File: src/rtl/hpdcache_mshr_ack_sched.sv
// Arbitrates the MSHR's single port between miss-path check/alloc and refill acks.
// Refill IDs are queued in a small FIFO; each ack holds the port until its read data is consumed.
module hpdcache_mshr_ack_sched #(
  parameter int unsigned MSHR_SET_W = 4,
  parameter int unsigned MSHR_WAY_W = 2,
  parameter int unsigned FIFO_DEPTH = 4,
  parameter int unsigned STARVE_MAX = 7
) (
  input  logic                          clk_i,
  input  logic                          rst_i,
  input  logic                          refill_valid_i,
  output logic                          refill_ready_o,
  input  logic [MSHR_SET_W-1:0]         refill_set_i,
  input  logic [MSHR_WAY_W-1:0]         refill_way_i,
  input  logic                          miss_req_i,
  output logic                          miss_gnt_o,
  output logic                          mshr_ack_o,
  output logic                          mshr_ack_cs_o,
  output logic [MSHR_SET_W-1:0]         mshr_ack_set_o,
  output logic [MSHR_WAY_W-1:0]         mshr_ack_way_o,
  output logic                          rsp_valid_o,
  input  logic                          rsp_ready_i,
  output logic [MSHR_SET_W-1:0]         rsp_set_o,
  output logic [MSHR_WAY_W-1:0]         rsp_way_o,
  output logic [$clog2(FIFO_DEPTH):0]   pending_o
);

  localparam int unsigned PTR_W = $clog2(FIFO_DEPTH);
  localparam int unsigned CNT_W = PTR_W + 1;
  localparam int unsigned SC_W  = (STARVE_MAX > 0) ? $clog2(STARVE_MAX + 1) : 1;
  localparam int unsigned ID_W  = MSHR_SET_W + MSHR_WAY_W;
  localparam logic [SC_W-1:0]  STARVE_LIM = SC_W'(STARVE_MAX);
  localparam logic [CNT_W-1:0] DEPTH_C    = CNT_W'(FIFO_DEPTH);

  typedef enum logic {ST_IDLE, ST_RSP} state_t;

  state_t                  state_q, state_d;
  logic [ID_W-1:0]         mem_q [FIFO_DEPTH];
  logic [PTR_W-1:0]        wr_ptr_q, rd_ptr_q;
  logic [CNT_W-1:0]        cnt_q;
  logic [SC_W-1:0]         starve_q;
  logic [MSHR_SET_W-1:0]   rsp_set_q;
  logic [MSHR_WAY_W-1:0]   rsp_way_q;

  logic                    full, nonempty, push, ack_issue, gnt;
  logic [ID_W-1:0]         head;

  assign full     = (cnt_q == DEPTH_C);
  assign nonempty = (cnt_q != '0);
  assign push     = refill_valid_i & ~full;
  assign head     = mem_q[rd_ptr_q];

  // NOTE: every always_comb output gets a default first so no path can infer a latch.
  always_comb begin
    state_d   = state_q;
    ack_issue = 1'b0;
    gnt       = 1'b0;
    case (state_q)
      ST_IDLE: begin
        ack_issue = nonempty & (~miss_req_i | (starve_q == STARVE_LIM));
        gnt       = miss_req_i & ~ack_issue;
        if (ack_issue) state_d = ST_RSP;
      end
      ST_RSP: begin
        if (rsp_ready_i) state_d = ST_IDLE;
      end
    endcase
  end

  // NOTE: sequential state uses non-blocking assignments only.
  always_ff @(posedge clk_i) begin
    if (rst_i) begin
      state_q   <= ST_IDLE;
      wr_ptr_q  <= '0;
      rd_ptr_q  <= '0;
      cnt_q     <= '0;
      starve_q  <= '0;
      rsp_set_q <= '0;
      rsp_way_q <= '0;
    end else begin
      state_q <= state_d;
      if (push) wr_ptr_q <= wr_ptr_q + PTR_W'(1);
      if (ack_issue) begin
        rd_ptr_q  <= rd_ptr_q + PTR_W'(1);
        rsp_set_q <= head[ID_W-1:MSHR_WAY_W];
        rsp_way_q <= head[MSHR_WAY_W-1:0];
      end
      case ({push, ack_issue})
        2'b10:   cnt_q <= cnt_q + CNT_W'(1);
        2'b01:   cnt_q <= cnt_q - CNT_W'(1);
        default: cnt_q <= cnt_q;
      endcase
      // Starvation only accrues while an ID is actually waiting behind the miss path.
      if (ack_issue)
        starve_q <= '0;
      else if (gnt && nonempty && (starve_q != STARVE_LIM))
        starve_q <= starve_q + SC_W'(1);
    end
  end

  // NOTE: storage is not reset; an entry is only read once the occupancy counter covers it.
  always_ff @(posedge clk_i) begin
    if (push) mem_q[wr_ptr_q] <= {refill_set_i, refill_way_i};
  end

  assign refill_ready_o = ~full;
  assign miss_gnt_o     = gnt;
  assign mshr_ack_o     = ack_issue;
  assign mshr_ack_cs_o  = ack_issue;
  assign mshr_ack_set_o = head[ID_W-1:MSHR_WAY_W];
  assign mshr_ack_way_o = head[MSHR_WAY_W-1:0];
  assign rsp_valid_o    = (state_q == ST_RSP);
  assign rsp_set_o      = rsp_set_q;
  assign rsp_way_o      = rsp_way_q;
  assign pending_o      = cnt_q;

endmodule

File: config.mk
export PLATFORM = sky130hd
export DESIGN_NAME = hpdcache_mshr_ack_sched
export DESIGN_NICKNAME = d
export VERILOG_FILES = /design/src/rtl/hpdcache_mshr_ack_sched.sv
export SDC_FILE = /design/constraint.sdc
export NUM_CORES = 1
export LEC_CHECK = 0
export BUFFER_PORTS_ARGS = -buffer_cell sky130_fd_sc_hd__buf_4
export CORE_MARGIN = 2
export CORE_UTILIZATION = 33
export DETAILED_ROUTE_END_ITERATION = 8
export PLACE_DENSITY = 0.58
export SYNTH_ARGS = -nofsm -noshare
export SYNTH_HDL_FRONTEND = slang
export SYNTH_SLANG_ARGS = --single-unit
File: constraint.sdc
create_clock -name clk_i -period 2.99 [get_ports clk_i]
set_input_delay 0.1495 -clock clk_i [delete_from_list [all_inputs] [get_ports clk_i]]
set_output_delay 0.1495 -clock clk_i [all_outputs]
set_load 0.01 [all_outputs]
==> summary.txt <==
Outcome
  – Status: finished, final reports clean

Floorplanning
  – Die width: 79.2 um
  – Initial core utilization: 34.1%
  – Die area: 6270 um^2
  – Chip height: 79.2 um
  – Core Box Area: 5470 um^2
  – Cell row count: 27
  – IO Pins: 31

Clock network
  – Setup bufs post-CTS: 0
  – Max clock buf depth: 2
  – Clock root buffer: clkbuf_8
  – TritonCTS buffer count: 5
  – CTS H-Tree Depth: 2
  – Cts repair resizes: 0
  – Clk_lat worst skew: 0.29 ns
  – CTS tree: built
  – Clk pin slew, worst setup/hold paths: 0.09 ns
  – CTS Sinks: 43
  – Post-CTS Hold Buffers: 0

Critical path
  – Crit-path most repeated cell: ha_1
  – WP buf/inv: 2
  – Setup crit end kind: flop
  – Slowest cell on crit path: dfxtp_1
  – Critical path type: reg2reg
  – Top fanout value on the critical path: 8
  – Top cell family by delay on the critical path: adder cells
  – WP data required: 3.22 ns
  – CP Launch Type: flop
  – CP peak stage delay: 0.37 ns
  – Critical-path cell list: ha_1 > ha_1 > or2b_1 > nand3_2 > inv_2 > ha_1 > inv_1 > fa_1 > xor2_1 > or3_1 > a21oi_1
  – Crit path arrival time: 2.76 ns

Routing
  – DR pass1 iterations: 4
  – Post-DR wirelength/cell: 15.1 um
  – Routed Antenna Nets: 0
  – Initial drt markers: 116
  – WL final: 3620 um
  – Vias/cell: 5.07
  – Via count: 1217
  – DRC: 0

STA
  – Slew @ Worst Pin: 0.790 ns
  – WHS: 0.0485 ns
  – Final Cycle Share: 84.5%
  – Final Skew: 0.00372 ns
  – Fin. Hold Viols: 0
  – Setup ws final: 0.462 ns
  – Min Tclk post-route: 2.53 ns
  – Slew Limit Headroom: 47.2%
  – Final Max Slew Viols: 0
  – Fin Setup TNS: 0 ns
  – Setup violators final: 0
  – RSZ-0062 raised after global routing: false
  – Fmax: 396 MHz

Global route
  – First-pass GRT wire length: 5700 um
  – Initial antenna violation count: 0
  – Vias in the first global route: 1201
  – Largest net degree at the start of global routing: 20
  – Total Routing Usage GR: 12.1%
  – Total gr overflow: 0

Power
  – VDD IR-drop max: 0.290 mV
  – Pwr dens: 833 nW/um^2
  – P_leak: 0.825 nW

Logic synthesis
  – Register area share after synthesis: 59.0%
  – Top cells by area, synth: edfxtp_1 39%, dfxtp_1 20%, mux4_2 7.2%
  – Post-Syn Nets: 160
  – Mapped Cells: 141
  – Post-synthesis register bit count: 43
  – Syn_area_per_cell: 13.2 um^2
  – Warnings from Yosys: 0
  – Yosys cell types: 33
  – Area leader, netlist: edfxtp_1
  – Share of the synthesized area in the top cell type: 38.6%
  – Mapped Area: 1870 um^2

Placement
  – PortBufs: 30
  – Post-Place Setup Slack: 0.535 ns
  – Post-DP HPWL: 2590 um
  – Gpl congestion: 0.792

Flow run
  – Max-cap violation count: 0

Worst hold path
  – HP Class: in2reg

Final layout
  – Final core utilization: 40.0%
  – P&R area growth vs syn: 17.4%
  – Antenna Cells: 0
  – Share of cells above drive strength 1: 29.8%
  – Final net count: 186
-- Yosys cell counts, drive strengths merged --
cell type and number:
edfxtp 24, dfxtp 19, a21oi 16, buf 11, nand4 9, ha 7
inv 7, o31ai 7, mux4 6, and3 4, nor2 4, o21ai 4
nand3 3, or3 3, a21o 2, nand2 2, nor2b 2, xor2 2
a211oi 1, clkbuf 1, fa 1, mux2 1, nand2b 1, nor3 1
or2b 1, or3b 1, or4 1
-- report_power, final --
part           switching [mW]  leakage (nW)  internal (mW)
Combinational           0.335         0.400          0.298
Clock                   0.214        0.0495          0.173
Sequential             0.0885         0.375          0.716
Total                   0.637         0.825           1.19
-- path summary, 6_finish.rpt --
check                  start      endpoint  slack (ns)  depth (start not counted)
max              starve_q[0]  pending_o[2]        0.46                         11
min          refill_set_i[0]   mem_q[3][2]        0.05                          1
max reg2reg      starve_q[0]  pending_o[2]        0.46                         11
min reg2reg     rsp_set_o[3]  rsp_set_o[3]        0.47                          2
-- registers in the layout, indices dropped and copies added (netlist names), named ones only --
register and cells:
rsp_way_o 2, wr_ptr_q 2, rsp_set_o 4, rsp_valid_o 1, rd_ptr_q 2, pending_o 3, mem_q 24, starve_q 3
-- cell usage in the layout, fill, tap and decap left out, types with 2 or more instances in the layout --
| cell | netlist | layout |
|---|---|---|
| nand3_1 | 2 | 2 |
| clkbuf_8 | 0 | 5 |
| xor2_1 | 2 | 2 |
| mux4_2 | 6 | 6 |
| dfxtp_1 | 19 | 19 |
| nand2_1 | 2 | 2 |
| o31ai_1 | 7 | 7 |
| inv_1 | 6 | 6 |
| or3_1 | 2 | 2 |
| ha_1 | 7 | 7 |
| inv_6 | 0 | 3 |
| nor2_1 | 4 | 4 |
| o21ai_0 | 4 | 4 |
| edfxtp_1 | 24 | 24 |
| and3_1 | 4 | 4 |
| buf_4 | 2 | 31 |
| nor2b_1 | 2 | 2 |
| a21oi_1 | 16 | 16 |
| nand4_1 | 9 | 9 |
| a21o_1 | 2 | 2 |
-- stage by stage --
stage          std cells  cell area, um^2  total power [mW]
2_1_floorplan        141             1870              1.25
6_report             240             2190              1.83
3_5_place_dp         232             2100              1.45
4_1_cts              240             2190              1.85
5_1_grt              240             2190              1.93
3_3_place_gp         232             2100              1.43
-- final cells by class --
class	count	area, um^2
timing repair buffer	31	233
clock inverter	3	26.3
multi-input combinational	79	646
clock buffer	5	68.8
tap	72	90.1
fill	549	3280
sequential	43	1100
inverter	7	26.3
-- logic make-up after synthesis --
logic type	Yosys count	share of synthesized area, %
fa+ha+maj	8	5.76
buf+inv	19	6.43
simple gates	32	10.7
compound gates	30	9.38
flops	43	59.0
mux	7	7.84
xor+xnor	2	0.939
-- worst reg2reg max path, cell delays in order, from the launching register on --
cell,delay [ns]
dfxtp_1,0.37
ha_1,0.16
ha_1,0.17
or2b_1,0.28
nand3_2,0.15
inv_2,0.11
ha_1,0.19
inv_1,0.06
fa_1,0.37
xor2_1,0.16
or3_1,0.31
a21oi_1,0.15
-- metal layers --
metal | wire length [um] | global-route usage [%] | vias up
met5 | 0 | 0 | -
met4 | 37 | 4.66 | 0
met3 | 221 | 3.30 | 5
met2 | 1960 | 21.7 | 39
met1 | 1400 | 13.8 | 591
li1 | - | - | 582
Power figures use the tool's default switching activity.
